### config.mk
export PLATFORM = sky130hd
export DESIGN_NAME = instr_encoder
export DESIGN_NICKNAME = d
export VERILOG_FILES = /design/src/rtl/instr_pkg.sv /design/src/rtl/instr_pack.sv /design/src/rtl/instr_encoder.sv
export SDC_FILE = /design/constraint.sdc
export NUM_CORES = 1
export LEC_CHECK = 0
export ABC_AREA = 0
export CORE_MARGIN = 4
export CORE_UTILIZATION = 36
export DETAILED_ROUTE_END_ITERATION = 8
export HOLD_SLACK_MARGIN = 0.15
export PLACE_DENSITY = 0.88
export REMOVE_ABC_BUFFERS = 1
export SLEW_MARGIN = 30
export SYNTH_ARGS = -nofsm -noshare
export SYNTH_HDL_FRONTEND = slang
export SYNTH_SLANG_ARGS = --single-unit
### constraint.sdc
create_clock -name clk -period 1.4 [get_ports clk]
set_input_delay 0.35 -clock clk [delete_from_list [all_inputs] [get_ports clk]]
set_output_delay 0.35 -clock clk [all_outputs]
set_load 0.01 [all_outputs]
### src/rtl/instr_pkg.sv
// rtl/instr_pkg.sv - shared formats, field positions, opcodes and FSM states for the instruction encoder
package instr_pkg;

    // Format select codes carried on in_fmt
    localparam logic [1:0] FMT_R    = 2'd0;
    localparam logic [1:0] FMT_I    = 2'd1;
    localparam logic [1:0] FMT_J    = 2'd2;
    localparam logic [1:0] FMT_MOVE = 2'd3;

    // Field positions inside a 32-bit MIPS word
    localparam int OP_MSB  = 31;
    localparam int OP_LSB  = 26;
    localparam int RS_MSB  = 25;
    localparam int RS_LSB  = 21;
    localparam int RT_MSB  = 20;
    localparam int RT_LSB  = 16;
    localparam int RD_MSB  = 15;
    localparam int RD_LSB  = 11;
    localparam int SH_MSB  = 10;
    localparam int SH_LSB  = 6;
    localparam int FN_MSB  = 5;
    localparam int FN_LSB  = 0;
    localparam int IMM_MSB = 15;
    localparam int IMM_LSB = 0;
    localparam int TGT_MSB = 25;
    localparam int TGT_LSB = 0;

    // Opcodes the format check cares about
    localparam logic [5:0] OP_RTYPE = 6'h00;
    localparam logic [5:0] OP_J     = 6'h02;
    localparam logic [5:0] OP_JAL   = 6'h03;

    typedef enum logic [1:0] {
        ST_IDLE = 2'd0,
        ST_RUN  = 2'd1,
        ST_DONE = 2'd2
    } enc_state_t;

endpackage

### src/rtl/instr_pack.sv
// rtl/instr_pack.sv - combinational packer from per-field description to 32-bit MIPS word
module instr_pack
    import instr_pkg::*;
(
    input  logic [1:0]  fmt_i,
    input  logic [5:0]  op_i,
    input  logic [4:0]  rs_i,
    input  logic [4:0]  rt_i,
    input  logic [4:0]  rd_i,
    input  logic [4:0]  shamt_i,
    input  logic [5:0]  funct_i,
    input  logic [15:0] imm16_i,
    input  logic [25:0] target26_i,
    output logic [31:0] word_o
);

    // Place only the fields the selected format uses; everything else stays zero
    always_comb begin
        word_o = 32'h0;
        word_o[OP_MSB:OP_LSB] = op_i;
        case (fmt_i)
            FMT_R: begin
                word_o[RS_MSB:RS_LSB] = rs_i;
                word_o[RT_MSB:RT_LSB] = rt_i;
                word_o[RD_MSB:RD_LSB] = rd_i;
                word_o[SH_MSB:SH_LSB] = shamt_i;
                word_o[FN_MSB:FN_LSB] = funct_i;
            end
            FMT_I: begin
                word_o[RS_MSB:RS_LSB]   = rs_i;
                word_o[RT_MSB:RT_LSB]   = rt_i;
                word_o[IMM_MSB:IMM_LSB] = imm16_i;
            end
            FMT_J: begin
                word_o[TGT_MSB:TGT_LSB] = target26_i;
            end
            default: begin
                // MOVE: rs slot is forced to zero, rs input ignored
                word_o[RT_MSB:RT_LSB]   = rt_i;
                word_o[IMM_MSB:IMM_LSB] = imm16_i;
            end
        endcase
    end

endmodule

### src/rtl/instr_encoder.sv
// rtl/instr_encoder.sv - streams packed instruction words with addresses to imem; optional INSTR_ENC_CHECK_EN format check
module instr_encoder
    import instr_pkg::*;
#(
    parameter int ADDR_W = 8
) (
    input  logic              clk,
    input  logic              rst,
    input  logic              load_start,
    input  logic [ADDR_W-1:0] start_addr,
    input  logic              in_valid,
    output logic              in_ready,
    input  logic [1:0]        in_fmt,
    input  logic              in_last,
    input  logic [5:0]        in_op,
    input  logic [4:0]        in_rs,
    input  logic [4:0]        in_rt,
    input  logic [4:0]        in_rd,
    input  logic [4:0]        in_shamt,
    input  logic [5:0]        in_funct,
    input  logic [15:0]       in_imm16,
    input  logic [25:0]       in_target26,
    output logic              out_valid,
    input  logic              out_ready,
    output logic [31:0]       out_word,
    output logic [ADDR_W-1:0] out_addr,
    output logic [ADDR_W:0]   word_count,
    output logic              busy,
    output logic              done,
    output logic              wrapped,
    output logic              err
);

    localparam logic [ADDR_W:0]   WC_MAX   = {1'b1, {ADDR_W{1'b0}}};
    localparam logic [ADDR_W-1:0] ADDR_TOP = {ADDR_W{1'b1}};

    enc_state_t        state_q, state_d;
    logic [ADDR_W-1:0] addr_q;
    logic [ADDR_W-1:0] addr_inc;
    logic [ADDR_W-1:0] addr_next;
    logic              out_valid_q;
    logic [31:0]       out_word_q;
    logic [ADDR_W-1:0] out_addr_q;
    logic              last_q;
    logic [ADDR_W:0]   word_count_q;
    logic              wrapped_q;
    logic [31:0]       packed_word;
    logic              accept;
    logic              emit;

    instr_pack u_pack (
        .fmt_i      (in_fmt),
        .op_i       (in_op),
        .rs_i       (in_rs),
        .rt_i       (in_rt),
        .rd_i       (in_rd),
        .shamt_i    (in_shamt),
        .funct_i    (in_funct),
        .imm16_i    (in_imm16),
        .target26_i (in_target26),
        .word_o     (packed_word)
    );

    // Handshake qualifiers; load_start blocks acceptance so a reload never races a new word
    always_comb begin
        in_ready  = (state_q == ST_RUN) && !load_start && (!out_valid_q || out_ready);
        accept    = in_valid && in_ready;
        emit      = out_valid_q && out_ready;
        addr_inc  = addr_q + ADDR_W'(1);
        addr_next = emit ? addr_inc : addr_q;
    end

    // Next-state logic: reload wins from any state, RUN ends when the last word leaves
    always_comb begin
        state_d = state_q;
        if (load_start) begin
            state_d = ST_RUN;
        end else begin
            case (state_q)
                ST_RUN:  if (emit && last_q) state_d = ST_DONE;
                default: state_d = state_q;
            endcase
        end
    end

    // State register
    always_ff @(posedge clk) begin
        if (rst) state_q <= ST_IDLE;
        else     state_q <= state_d;
    end

    // One-entry output stage: load on accept, drain on emit, flush on reload
    always_ff @(posedge clk) begin
        if (rst) begin
            out_valid_q <= 1'b0;
            out_word_q  <= 32'h0;
            out_addr_q  <= '0;
            last_q      <= 1'b0;
        end else if (load_start) begin
            out_valid_q <= 1'b0;
            last_q      <= 1'b0;
        end else if (accept) begin
            out_valid_q <= 1'b1;
            out_word_q  <= packed_word;
            out_addr_q  <= addr_next;
            last_q      <= in_last;
        end else if (emit) begin
            out_valid_q <= 1'b0;
        end
    end

    // Address counter, saturating word counter and sticky wrap flag
    always_ff @(posedge clk) begin
        if (rst) begin
            addr_q       <= '0;
            word_count_q <= '0;
            wrapped_q    <= 1'b0;
        end else if (load_start) begin
            addr_q       <= start_addr;
            word_count_q <= '0;
            wrapped_q    <= 1'b0;
        end else if (emit) begin
            addr_q <= addr_inc;
            if (word_count_q != WC_MAX) word_count_q <= word_count_q + (ADDR_W+1)'(1);
            if (addr_q == ADDR_TOP) wrapped_q <= 1'b1;
        end
    end

`ifdef INSTR_ENC_CHECK_EN
    logic err_q;
    logic fmt_bad;

    // R words must carry the R-type opcode; J words must be J or JAL
    always_comb begin
        fmt_bad = ((in_fmt == FMT_R) && (in_op != OP_RTYPE)) ||
                  ((in_fmt == FMT_J) && (in_op != OP_J) && (in_op != OP_JAL));
    end

    // Sticky error, cleared only by reset or reload
    always_ff @(posedge clk) begin
        if (rst || load_start)    err_q <= 1'b0;
        else if (accept && fmt_bad) err_q <= 1'b1;
    end

    assign err = err_q;
`else
    assign err = 1'b0;
`endif

    assign out_valid  = out_valid_q;
    assign out_word   = out_word_q;
    assign out_addr   = out_addr_q;
    assign word_count = word_count_q;
    assign busy       = (state_q == ST_RUN);
    assign done       = (state_q == ST_DONE);
    assign wrapped    = wrapped_q;

endmodule

=== Yosys cells after proc, flatten, opt, wreduce, memory -nomap -nowiden ===
Cells that the tools add are included.

* Register bits after elaboration: 62
* Output and inout port bits: 55

* $add $sub $neg: 2
* Equal/unequal tests: 6
* Muxes and demuxes: 9
* Bitwise operators: 1
* Reductions and logical operators: 19

{| class="wikitable"
|+ Operators with widths
! operator !! number
|-
| $pmux W21 S2 || 1
|-
| $mux W8 || 2
|-
| $pmux W5 S2 || 1
|-
| $reduce_and A2 Y1 || 5
|-
| $add A9 B1 Y9 const B || 1
|-
| $ne A9 B9 Y1 const B || 1
|-
| $add A8 B1 Y8 const B || 1
|-
| $eq A8 B8 Y1 const B || 1
|-
| $reduce_bool A2 Y1 || 3
|-
| $logic_and A1 B1 Y1 || 5
|-
| $mux W1 || 5
|-
| $eq A2 B1 Y1 const B || 2
|-
| $eq A2 B2 Y1 const B || 2
|-
| $reduce_or A2 Y1 || 2
|-
| $logic_not A1 Y1 || 2
|-
| $logic_not A2 Y1 || 1
|-
| $logic_or A1 B1 Y1 || 1
|-
| $not A1 Y1 || 1
|}

=== Logic depth before layout (Yosys ltp) ===
Gate-level depths: netlist (run 1).

* Depth after elaboration: 5
* Depth in mapped cells: 6
* Mapped depth without buffers: 6

=== Modules after synthesis ===
From an unflattened synthesis (run 1), not the netlist that was laid out.

* Cells, all modules: 365
* Area total of the unflattened synthesis: 3001.6 µm²

{| class="wikitable"
|+ Modules (own cells, without submodules)
! module !! instances !! cells each !! area each (µm²) !! seq. area each (µm²)
|-
| instr_encoder || 1 || 293 || 2492.4 || 1241.2
|-
| instr_pack || 1 || 72 || 509.2 || 0.0
|}

=== Worst setup path before layout (run 1) ===
No wires, ideal clock.

* Path type: reg-to-reg
* From: register word_count_q[0] (netlist: word_count[0])
* To: register word_count_q[1] (netlist: word_count[1])
* Arrival: 1.308 ns
* Required time: 1.272 ns
* Slack: -0.036 ns
* Cell stages (with the launch flop): 7
* Cells stage by stage: dfxtp_1 > inv_1 > ha_1 > nor4b_1 > a21oi_1 > mux2i_1 > nor2_1

* Cells in the longest elaborated chain, start to end: 2

{| class="wikitable"
|+ Ends and longest elaborated chain
! what !! RTL line !! source
|-
| start, declared || instr_encoder.sv:45 || <nowiki>logic [ADDR_W:0] word_count_q;</nowiki>
|-
| start signal, assigned || instr_encoder.sv:124 || <nowiki>if (word_count_q != WC_MAX) word_count_q <= word_count_q + (ADDR_W+1)'(1);</nowiki>
|-
| branches (longest 2 deep; another with $add A9 B1 Y9) || -- ||
|}

Parallel ways; which one is timed is not known.
A chain may end at the register's enable or synchronous reset.

=== Final worst setup path (run 1) ===
* From: register state_q[0]
* To: register out_addr_q[6] (netlist: out_addr[6])

* Cells in the longest elaborated chain, start to end: 5

{| class="wikitable"
|+ Ends and longest elaborated chain
! what !! RTL line !! source
|-
| start, declared || instr_encoder.sv:37 || <nowiki>enc_state_t state_q, state_d;</nowiki>
|-
| start signal, assigned || instr_encoder.sv:89 || <nowiki>else state_q <= state_d;</nowiki>
|-
| $eq A2 B1 Y1 || instr_encoder.sv:66 || <nowiki>in_ready = (state_q == ST_RUN) && !load_start && (!out_valid_q || out_ready);</nowiki>
|-
| $logic_and A1 B1 Y1 (2 in a row) || instr_encoder.sv:66 ||
|-
| $logic_and A1 B1 Y1 || instr_encoder.sv:67 || <nowiki>accept = in_valid && in_ready;</nowiki>
|-
| $reduce_and A2 Y1 (no line) || -- ||
|-
| end signal, assigned || instr_encoder.sv:105 || <nowiki>out_addr_q <= addr_next;</nowiki>
|-
| end, declared || instr_encoder.sv:43 || <nowiki>logic [ADDR_W-1:0] out_addr_q;</nowiki>
|}

Every way passes these cells.

==> run_results.csv, run 1 <==
group,metric,value,unit
logic_synthesis,synth_seq_area_share,43.45,%
placement,port_buffers,143,
floorplan,dieArea,0.009424,mm^2
logic_synthesis,synth-xor-area-share,4.293,%
critical_path,rrSetupSlack,-0.11,ns
cts,cts_max_level,3,
finish,area_growth,84.14,%
grt,grt_max_degree,34,
critical_path,r2r-start,"state_q[0]",
cts,clk_pin_slew,0.07,ns
hold_path,hp-class,"flop to flop",
timing,hold_ws,0.4566,ns
critical_path,cp-start-kind,"flop",
finish,multiInputGateArea,0.001788,mm^2
logic_synthesis,yosys_register_bits,62,
floorplan,initial_core_util,36.97,%
logic_synthesis,synth_adder_area_share,1.314,%
placement,post-place-ws,-0.6018,ns
logic_synthesis,synthSimpleGateAreaFrac,23.30,%
timing,drv_slew,0,
timing,fin_crit_sh,108.0,%
cts,clock_path_buffers,2,
timing,tns,-1.791,ns
timing,min_period,1.512,ns
placement,dpl.hpwl,6789,um
logic_synthesis,synth.distinct_cells,37,
grt,grt_pass1_wl,15140,um
placement,finalWeightedCongestion,0.8198,
cts,cts_tree,"done",
timing,rsz0062_at_grt,"true",
grt,grt_remaining_overflow,0,
route,dr_wl_met3,798,um
cts,cts_sinks,62,
run_status,violations,"setup timing",
route,vias_per_cell,5.148,
timing,finalWorstSetupSlack,-0.1122,ns
logic_synthesis,synth_area_leaders,"dfxtp_1, nand2_1, mux2i_1",
critical_path,cp-endpoint,"out_addr[6]",
critical_path,crit_start,"state_q[0]",
critical_path,rr_worst_depth,7,
critical_path,critPathKind,"flop to flop",
route,drc,0,
logic_synthesis,netlist_area,0.002856,mm^2
finish,drive_gt1_share,26.76,%
grt,grtUsageTotal,19.82,%
power_and_ir_drop,leakagePower,2.256,nW
finish,utilization,68.07,%
route,routed-wl-met2,5388,um
timing,report.final.hold_viol_count,0,
critical_path,reg2reg_to,"out_addr[6]",
route,dr_total_vias,3238,
route,top_layer,"met4",
finish,n_fill_cell,586,
floorplan,die_h,97.08,um
grt,grt_pass1_vias,3252,
finish,nets,615,
route,wl_met1,3833,um
floorplan,io_pins,145,
critical_path,crit_arrival,1.77,ns
logic_synthesis,synth-edff-count,0,
flow_run,maxCapViolCount,0,
route,drt_iter0_drc,124,
floorplan,core,0.007727,mm^2
logic_synthesis,synthFlopType,"dfxtp_1",
logic_synthesis,synthMuxAreaShare,6.307,%
logic_synthesis,synth_top_area_share,43.45,%
grt,antenna_found_initial,0,
logic_synthesis,yosysTopAreaCell,"dfxtp_1",
timing,max_freq,661.3,MHz
route,ant_nets,0,
timing,setup_viol,40,
timing,clock_skew,0.01012,ns
placement,place_area,0.004524,mm^2
floorplan,die_x,97.08,um
critical_path,critPathRequiredTime,1.66,ns
logic_synthesis,synth_compound_area_share,15.64,%
logic_synthesis,yosysWarnings,0,
route,wl_per_cell,16.22,um
cts,cts_buffers,9,
route,drtPass1Iterations,4,
finish,antenna-diode-count,0,
logic_synthesis,syn_inst,353,
route,wirelength,10200,um
floorplan,fp-row-count,32,
logic_synthesis,avgSynthCellArea,8.092,um^2
critical_path,crit_fanout,8,
critical_path,end_kind,"flop",
power_and_ir_drop,vdd_ir_drop_max,0.0004579,V
logic_synthesis,synth_top_family_by_area,"simple AND/OR/NAND/NOR gates",
finish,fin_area,0.005260,mm^2
cts,clk_latency,0.34,ns
cts,cts-root-buf,"clkbuf_8",
finish,ff_latch_area,0.001262,mm^2
run_status,status,"finished with violations",
power_and_ir_drop,cellPowerDensity,797.2,mW/mm^2
logic_synthesis,synth_async_sr_flop_share,0,%
## cells in the mapped netlist (2+ instances only)
| cell | count |
|---|---|
| o21ai_0 | 17 |
| buf_6 | 3 |
| a21oi_1 | 26 |
| nor2_1 | 39 |
| and3_1 | 3 |
| a311oi_2 | 2 |
| nor3_1 | 10 |
| nand2b_1 | 2 |
| inv_1 | 6 |
| a31oi_1 | 2 |
| and4_1 | 2 |
| nand3_1 | 2 |
| nand4_1 | 7 |
| nor4b_1 | 2 |
| mux2i_1 | 18 |
| buf_2 | 4 |
| dfxtp_1 | 62 |
| ha_1 | 3 |
| clkbuf_1 | 13 |
| a311oi_1 | 3 |
| a211oi_1 | 15 |
| a221oi_1 | 4 |
| nand2_1 | 79 |
| xnor2_1 | 6 |
| buf_4 | 4 |
| xor2_1 | 8 |
## sequential cells by signal, summed over array words and instances, names as in the netlist
register,cells
addr_q,8
last_q,1
out_addr,8
out_valid,1
out_word,32
state_q,2
word_count,9
wrapped,1
## cell usage in the layout (no fill, tap or decap), types with 3 or more instances in the layout
cell and instances:
nand2_2 4, buf_4 22, nand2_4 8, mux2i_1 18, nor3_2 6, buf_6 6, o21ai_0 14, buf_12 7
nor2_2 7, nand2_1 67, a221oi_2 4, clkinv_2 3, nor2_1 30, and3_1 3, buf_16 4, dfxtp_1 51
a311oi_2 4, a211oi_1 9, xor2_1 8, inv_1 6, clkbuf_1 3, nor3_1 4, dlygate4sd2_1 50, a211oi_2 6
clkdlybuf4s50_1 85, nor2_4 3, nand4_1 7, dfxtp_2 8, o21ai_1 3, buf_2 4, dfxtp_4 3, xnor2_1 5
clkbuf_8 9, a21oi_1 10, a21oi_2 16
## through the flow
stage               instances  power, W
finish                    629  0.004193
CTS                       630  0.004128
detailed placement        600  0.002599
floorplan                 329  0.002110
global route              629  0.004350
global placement          600  0.002579
## what timing repair did
action,4_1_cts,5_1_grt
hold buffers,0,0
setup buffers,9,0
resized for setup,105,76
endpoints found under the setup margin,107,54
gates cloned,6,1
pin swaps,17,21
## worst max-delay path, stage by stage (launching register included)
cell and delay [ns]:
dfxtp_2 0.34, nor2b_4 0.16, buf_6 0.12, and4_4 0.30, buf_4 0.14, buf_12 0.12, nor2_1 0.06, a211oi_2 0.20
## kinds of logic (layout without fill, tap and decap cells)
logic type,Yosys count,in the layout
and+or+nand+nor,153,153
AOI/OAI and AO/OA,71,71
DFF,62,62
buffers and inverters,31,205
muxes,18,18
xor gates and xnor gates,14,14
adders and majority gates,3,3
other,1,1
## per-layer routing
metal  GRT usage, %  vias to the layer above
met1          21.38                     1538
li1               -                     1551
met5              0                        -
met4          7.019                        0
met3          7.251                       22
met2          35.46                      127
## power breakdown
part / total (W) / leakage (nW) / internal (W) / switching (W)
registers: 0.00186 / 0.510 / 0.00182 / 0.0000434
logic: 0.000817 / 1.66 / 0.000469 / 0.000348
clock network: 0.00151 / 0.0904 / 0.000819 / 0.000696
total: 0.00419 / 2.26 / 0.00311 / 0.00109
## final cells by class
type / count / share of cell area, %
clock buffer: 12 / 2.569
clock inverter: 4 / 0.9039
inverter: 7 / 0.5233
multi-input combinational: 260 / 33.99
sequential: 62 / 24.00
tap: 102 / 2.426
timing repair buffer: 182 / 35.59
## how the worst min path moves through the flow
stage                             from  depth (start not counted)           end  slack, ns
after floorplan                    rst                          1  out_word[19]       0.42
after global placement     out_word[2]                          2   out_word[2]       0.44
after detailed placement  out_word[27]                          2  out_word[27]       0.45
after CTS                  out_word[8]                          2   out_word[8]       0.45
after global routing      out_word[10]                          2  out_word[10]       0.48
final                     out_word[10]                          2  out_word[10]       0.46
(Power assumes the default switching activity.)
==> run 2: changes to the inputs <==
--- a/config.mk
+++ b/config.mk
@@ -9,10 +9,11 @@
 export CORE_MARGIN = 4
 export CORE_UTILIZATION = 36
 export DETAILED_ROUTE_END_ITERATION = 8
+export GPL_TIMING_DRIVEN = 1
 export HOLD_SLACK_MARGIN = 0.15
 export PLACE_DENSITY = 0.88
 export REMOVE_ABC_BUFFERS = 1
-export SLEW_MARGIN = 30
+export SLEW_MARGIN = 20
 export SYNTH_ARGS = -nofsm -noshare
 export SYNTH_HDL_FRONTEND = slang
 export SYNTH_SLANG_ARGS = --single-unit
==> results of run 2 <==
No change in the layout: final DEF, timing and power equal those of run 1.
==> run 3: changes to the inputs <==
--- a/config.mk
+++ b/config.mk
@@ -5,7 +5,6 @@
 export SDC_FILE = /design/constraint.sdc
 export NUM_CORES = 1
 export LEC_CHECK = 0
-export ABC_AREA = 0
 export CORE_MARGIN = 4
 export CORE_UTILIZATION = 36
 export DETAILED_ROUTE_END_ITERATION = 8
==> results of run 3 <==
No change in the layout: final DEF, timing and power equal those of run 1.
